==> config.mk <==
export PLATFORM = sky130hd
export DESIGN_NAME = sd_otf_converter
export DESIGN_NICKNAME = d
export VERILOG_FILES = /design/src/rtl/sd_div_pkg.sv /design/src/rtl/sd_otf_step.sv /design/src/rtl/sd_otf_converter.sv
export SDC_FILE = /design/constraint.sdc
export NUM_CORES = 1
export LEC_CHECK = 0
export ABC_AREA = 1
export ABC_CLOCK_PERIOD_IN_PS = 6100
export CAP_MARGIN = 20
export CORE_ASPECT_RATIO = 0.75
export CORE_UTILIZATION = 40
export DETAILED_ROUTE_END_ITERATION = 12
export SLEW_MARGIN = 20
export SYNTH_ARGS = -nofsm -noshare
export SYNTH_HDL_FRONTEND = slang
export SYNTH_SLANG_ARGS = --single-unit
==> constraint.sdc <==
create_clock -name clk -period 6.1 [get_ports clk]
set_clock_uncertainty 0.05 [all_clocks]
set_input_delay 1.525 -clock clk [delete_from_list [all_inputs] [get_ports clk]]
set_output_delay 1.525 -clock clk [all_outputs]
set_load 0.02 [all_outputs]
==> src/rtl/sd_div_pkg.sv <==
// Shared types and constants for the signed-digit divider back end:
// converter FSM states, digit encodings and default line geometry.
package sd_div_pkg;

  typedef enum logic [1:0] {
    IDLE = 2'd0,
    CONV = 2'd1,
    DONE = 2'd2
  } state_t;

  // Digit encoding as {plus, minus}
  localparam logic [1:0] SD_POS  = 2'b10;
  localparam logic [1:0] SD_ZERO = 2'b00;
  localparam logic [1:0] SD_NEG  = 2'b01;

  localparam int DIGITS_DEF     = 64;
  localparam int ADDR_WIDTH_DEF = 7;

endpackage

==> src/rtl/sd_otf_step.sv <==
// One on-the-fly conversion step: shifts one signed digit into the Q/QM
// register pair. Q holds the converted prefix, QM holds Q minus one ulp,
// so a negative digit never needs a borrow chain. The {1,1} code is
// treated as a zero digit.
module sd_otf_step
  import sd_div_pkg::*;
#(
  parameter int W = 65
) (
  input  logic [W-1:0] q,
  input  logic [W-1:0] qm,
  input  logic         plus,
  input  logic         minus,
  output logic [W-1:0] q_next,
  output logic [W-1:0] qm_next
);

  // Select the shifted-in source register and LSB for each digit value
  always_comb begin
    q_next  = {q[W-2:0], 1'b0};
    qm_next = {qm[W-2:0], 1'b1};
    case ({plus, minus})
      SD_POS: begin
        q_next  = {q[W-2:0], 1'b1};
        qm_next = {q[W-2:0], 1'b0};
      end
      SD_NEG: begin
        q_next  = {qm[W-2:0], 1'b1};
        qm_next = {qm[W-2:0], 1'b0};
      end
      SD_ZERO: begin
        q_next  = {q[W-2:0], 1'b0};
        qm_next = {qm[W-2:0], 1'b1};
      end
      default: begin
        q_next  = {q[W-2:0], 1'b0};
        qm_next = {qm[W-2:0], 1'b1};
      end
    endcase
  end

endmodule

==> src/rtl/sd_otf_converter.sv <==
// Converts an MSD-first signed-digit quotient line into a two's-complement
// result (1 integer/sign bit + DIGITS fraction bits), tags it with the
// line address and presents it over a valid/ready handshake.
// Optional feature macro: SD_OTF_ROUND_EN -- consume one extra guard digit
// that picks QM (guard = -1) or Q as the floor-corrected result.
module sd_otf_converter
  import sd_div_pkg::*;
#(
  parameter int DIGITS     = DIGITS_DEF,
  parameter int ADDR_WIDTH = ADDR_WIDTH_DEF
) (
  input  logic                  clk,
  input  logic                  asyn_reset,
  input  logic                  in_valid,
  output logic                  in_ready,
  input  logic                  new_line,
  input  logic                  in_plus,
  input  logic                  in_minus,
  input  logic [ADDR_WIDTH-1:0] addr,
  output logic                  out_valid,
  input  logic                  out_ready,
  output logic [DIGITS:0]       out_data,
  output logic [ADDR_WIDTH-1:0] out_addr,
  output logic                  restart_err
);

  localparam int W = DIGITS + 1;
`ifdef SD_OTF_ROUND_EN
  localparam int N_DIG = DIGITS + 1;
`else
  localparam int N_DIG = DIGITS;
`endif
  localparam int CW = $clog2(N_DIG + 1);

  state_t        state, state_next;
  logic [W-1:0]  q, qm, q_base, qm_base, q_step, qm_step, result;
  logic [CW-1:0] count, count_new;
  logic          accept, first, live, last, shift_en;

  assign accept    = in_valid && in_ready;
  // A new_line digit always (re)starts a line; other digits only count in CONV
  assign first     = accept && new_line;
  assign live      = first || (accept && (state == CONV));
  assign count_new = first ? CW'(1) : count + CW'(1);
  assign last      = live && (count_new == CW'(N_DIG));
  assign q_base    = first ? '0 : q;
  assign qm_base   = first ? '1 : qm;

  sd_otf_step #(.W(W)) u_step (
    .q       (q_base),
    .qm      (qm_base),
    .plus    (in_plus),
    .minus   (in_minus),
    .q_next  (q_step),
    .qm_next (qm_step)
  );

`ifdef SD_OTF_ROUND_EN
  // The guard digit only chooses between the already converted Q and QM
  assign shift_en = live && !last;
  assign result   = (in_minus && !in_plus) ? qm : q;
`else
  assign shift_en = live;
  assign result   = q_step;
`endif

  // State register
  always_ff @(posedge clk) begin
    if (asyn_reset) state <= IDLE;
    else            state <= state_next;
  end

  // Next-state: run a line in CONV, hold the result in DONE until taken
  always_comb begin
    state_next = state;
    case (state)
      IDLE, CONV: if (live) state_next = last ? DONE : CONV;
      DONE:       if (out_ready) state_next = IDLE;
      default:    state_next = IDLE;
    endcase
  end

  // Handshake outputs decoded from state; input is blocked while reset is held
  always_comb begin
    in_ready  = !asyn_reset && (state != DONE);
    out_valid = (state == DONE);
  end

  // Conversion registers, digit count, tag and result capture
  always_ff @(posedge clk) begin
    if (asyn_reset) begin
      q           <= '0;
      qm          <= '1;
      count       <= '0;
      out_data    <= '0;
      out_addr    <= '0;
      restart_err <= 1'b0;
    end else begin
      restart_err <= first && (state == CONV);
      if (live)     count    <= count_new;
      if (shift_en) begin
        q  <= q_step;
        qm <= qm_step;
      end
      if (first)    out_addr <= addr;
      if (last)     out_data <= result;
    end
  end

endmodule
==> After elaboration in Yosys (flattened, before gate mapping) <==
Index checks and enable logic that the tools add are counted.
{ "totals": {"out_inout_bits": 75, "wordCells": 36, "reg_bits": 210, "input_bits": 14} }
{ "op_classes": {"n_eq_ne": 8, "add_sub_neg": 1, "n_mux": 9, "n_reduce_logical": 11} }
{ "ops": {"columns": ["operator", "n"], "rows": [
  ["$pmux W65 S2", 1],
  ["$mux W64", 2],
  ["$pmux W64 S2", 1],
  ["$add A7 B1 Y7 const B", 1],
  ["$eq A7 B7 Y1 const B", 1],
  ["$mux W7", 1],
  ["$logic_and A1 B1 Y1", 6],
  ["$mux W2", 3],
  ["$eq A2 B1 Y1 const B", 2],
  ["$eq A2 B2 Y1 const B", 2],
  ["$ne A2 B2 Y1 const B", 2],
  ["$pmux W2 S2", 1],
  ["$logic_not A2 Y1", 1],
  ["$ne A2 B1 Y1 const B", 1],
  ["$reduce_and A2 Y1", 1],
  ["$reduce_or A2 Y1", 1],
  ["$logic_not A1 Y1", 1],
  ["$logic_or A1 B1 Y1", 1]
]} }

==> Longest topological paths before layout <==
{ "logic_depth": {"ltp_word": 10, "ltp_mapped": 13, "ltp_nobuf": 11} }

==> By module <==
From an unflattened synthesis, not the netlist that was laid out.
{ "unflattened": {"cells_unflattened": 1848, "area_unflattened_um2": 11014.3} }
{ "by_module_without_submodules": {"columns": ["module", "cells_per_inst", "seq_area_each_um2", "instances", "area_per_inst_um2"], "rows": [
  ["sd_otf_converter", 1296, 4244.1, 1, 8782.2],
  ["sd_otf_step", 552, 0.0, 1, 2232.1]
]} }

==> Least setup slack after synthesis <==
No wires, ideal clock.
{ "synth_timing": {"path_type": "input -> output", "start": "input port asyn_reset", "end": "output port in_ready", "t_arrival_ps": 1931, "slack_ps": 2594, "cell_stages": 4, "required_time_ps": 4525, "n_path_buf": 1, "path_cell_list": "buf_6 inv_4 nand2_2 inv_1"} }
{ "synth_via": {"elab_chain_len": 2} }
{ "synth_rtl": {"columns": ["item", "line_no", "rtl"], "rows": [
  ["from (decl)", "sd_otf_converter.sv:13", "input logic asyn_reset,"],
  ["$logic_not A1 Y1", "sd_otf_converter.sv:85", "in_ready = !asyn_reset && (state != DONE);"],
  ["$logic_and A1 B1 Y1", "sd_otf_converter.sv:85", null],
  ["to (decl)", "sd_otf_converter.sv:15", "output logic in_ready,"]
]} }
No other way between the ends.

==> Worst setup path after layout <==
Ends and elaborated chain as after synthesis.

==> flow_summary_export.csv <==
group,metric,value,unit
cts,cts_max_level,1,
finish,final_cells,1961,
global_routing,grt_use_total,19.1,%
cts,clkTransAtPathRegs,0.06,ns
logic_synthesis,syn-mean-instance-area,6.53,um2
floorplanning,initial_core_util,41.2,%
setup_path,cp_num_buf_inv,4,
setup_path,cpMostUsedCell,"clkdlybuf4s50_1",
placed_design,dp.cells,1918,
global_routing,grt_pass1_vias,8634,
sta,maxSlewHeadroom,29.8,%
setup_path,start_kind,"input port",
drt,routed.top_layer,"met4",
placed_design,port_buffers,88,
sta,fmax,207,MHz
placed_design,gp_congestion,0.755,
power_and_ir_drop,leakage,5.55,nW
logic_synthesis,syn_inst,1595,
global_routing,grt_overflow,0,
cts,cts_made_buffers,24,
setup_path,critPathTopFamily,"buffers and inverters",
floorplanning,die_h,142,um
drt,drtPass1Iterations,5,
sta,grt_setup_unrepaired,"false",
job,cap_violations,0,
logic_synthesis,synth-edff-count,0,
logic_synthesis,ys_ff_latch,210,
setup_path,critPathMaxStageDelay,0.63,ns
logic_synthesis,async_flop_share,0,%
cts,cts_sinks,210,
cts,clock_latency,0.51,ns
power_and_ir_drop,powerDensity,281,nW/um2
setup_path,worstSetupEndpointType,"output port",
sta,fin_tns_setup,0,ns
sta,setup_viol,0,
setup_path,cp_data_arrival_time,3.25,ns
logic_synthesis,synth_warnings,0,
setup_path,worst-setup-path-type,"input port to output port",
global_routing,grt_start_max_net_pins,166,
drt,met3_length,1080,um
finish,antennaDiodeCount,0,
power_and_ir_drop,ir_drop,0.193,mV
setup_path,path_cells,"clkdlybuf4s50_1 -> inv_6 -> nand2_2 -> inv_1 -> clkdlybuf4s50_1",
sta,period_share,79.1,%
logic_synthesis,ys.flop_type,"dfxtp_1",
floorplanning,core_area,25300,um2
drt,wirelength,25400,um
drt,vias_per_cell,4.85,
floorplanning,dieArea,26700,um2
drt,wl_met1,13300,um
global_routing,grt_pass1_wl,43100,um
drt,num_vias,9512,
placed_design,dpl.hpwl,14800,um
drt,drtIter0Drc,686,
floorplanning,io_pins,89,
floorplanning,num_rows,50,
setup_path,crit_slowest_cell,"clkdlybuf4s50_1",
cts,cts.path.max_buffers,3,
logic_synthesis,syn-num-nets,1612,
finish,syn2layout_area_growth,16.9,%
sta,layout_min_cycle_time,4.83,ns
setup_path,worstPathMaxFanout,32,
cts,tritoncts,"yes",
cts,cts_hold_buf,0,
status,status,"completed",
drt,avgRoutedWirePerCell,13.0,um
logic_synthesis,yosysSeqAreaShare,40.3,%
drt,dr_wl_met2,10600,um
cts,cts-root-buf,"clkbuf_16",
finish,drive_above_1_share,5.30,%
drt,drc_errors,0,
finish,fin_util,48.2,%
sta,tightest_slew,1.05,ns
cts,post_cts_buffers,0,
logic_synthesis,netlist_area,10400,um2
sta,maxSlewViolCount,0,
finish,nets,1623,
finish,nFillCells,2651,
sta,final_hold_viol_count,0,
cts,cts_resized,0,
power_and_ir_drop,total_power,3.42,mW
drt,ant_nets,0,
setup_path,cp.required,4.53,ns
floorplanning,die_width,188,um
min_path,hold_path.class,"flop to flop",
global_routing,antenna_found_initial,0,
logic_synthesis,synth.distinct_cells,28,
-- through the flow --
step | hold WS, ns | setup WS, ns | cell area, um2
after floorplan | 0.387 | 2.59 | 10400
after global placement | 0.399 | 1.26 | 11300
after detailed placement | 0.400 | 1.27 | 11300
after CTS | 0.416 | 1.27 | 12200
after global routing | 0.434 | 1.19 | 12200
final | 0.414 | 1.27 | 12200
-- final cells by class --
| class | count | area [um2] | area share (%) |
|---|---|---|---|
| multi-input combinational | 1056 | 4810 | 39.5 |
| clock buffer | 34 | 719 | 5.90 |
| inverter | 208 | 786 | 6.45 |
| clock inverter | 9 | 126 | 1.04 |
| tap | 338 | 423 | 3.47 |
| timing repair buffer | 106 | 1120 | 9.16 |
| sequential | 210 | 4200 | 34.5 |
-- worst reg2reg max path: cells and delay by family (launching register included) --
family        cells  cell delay [ns]
simple gates      7             1.76
buf+inv           1             0.33
flops             1             0.38
-- per-layer routing --
| metal | up-vias | GRT usage (%) |
|---|---|---|
| li1 | 5035 | - |
| met1 | 4285 | 27.8 |
| met2 | 160 | 29.9 |
| met3 | 32 | 2.47 |
| met4 | 0 | 4.33 |
| met5 | - | 0 |
-- synthesized netlist by cell type, types with 3 or more instances --
cell	count	area [um2]
nand3_1	204	1020
buf_4	9	67.6
nor2_2	15	93.8
a21oi_1	8	40.0
ha_1	3	37.5
buf_1	7	26.3
o21ai_0	15	75.1
dfxtp_1	210	4200
o21ai_1	116	581
nor2_4	4	45.0
buf_6	16	180
clkbuf_1	44	165
o211ai_1	63	473
nor2_1	131	492
inv_1	205	769
nand2_1	487	1830
buf_2	44	220
-- worst paths after layout --
path                                 start                         to  slack [ns]  cells after the start
hold reg to reg   out_addr[5]$_SDFFE_PP0P_   out_addr[5]$_SDFFE_PP0P_        0.41                      2
hold / removal    out_addr[5]$_SDFFE_PP0P_   out_addr[5]$_SDFFE_PP0P_        0.41                      2
setup / recovery                asyn_reset                   in_ready        1.27                      5
setup reg to reg     state[1]$_SDFFE_PP0P_  out_data[62]$_SDFFE_PP0P_        3.47                      8
-- report_power, final --
group          switching (mW)  internal (mW)
clock network           0.574          0.946
logic                   0.281          0.143
registers              0.0421           1.44
total                   0.897           2.52
-- cell usage in the layout, fill, tap and decap left out, types with 2 or more instances in the layout --
cell type	count
nand2_1	487
dfxtp_1	210
inv_1	205
nand3_1	204
nor2_1	129
o21ai_1	116
clkdlybuf4s50_1	88
o211ai_1	63
clkbuf_16	25
o21ai_0	15
nor2_2	12
buf_4	10
nor2_4	9
a21oi_1	8
buf_12	8
clkbuf_8	6
clkinv_2	4
ha_1	3
bufinv_16	3
clkbuf_1	3
inv_6	2
nand4_1	2
-- flip-flops by register name, summed over array words and instances, names as in the netlist --
register,count
out_data,65
out_addr,7
state,2
qm,64
q,64
count,7
restart_err,1
-- cells by family after synthesis --
family                     synth area share (%)
DFF                                        40.3
AOI/OAI and AO/OA                          11.4
adders and majority gates                 0.360
buffers and inverters                      14.0
and+or+nand+nor                            33.9
No activity file was read; power rests on OpenSTA's default activity.
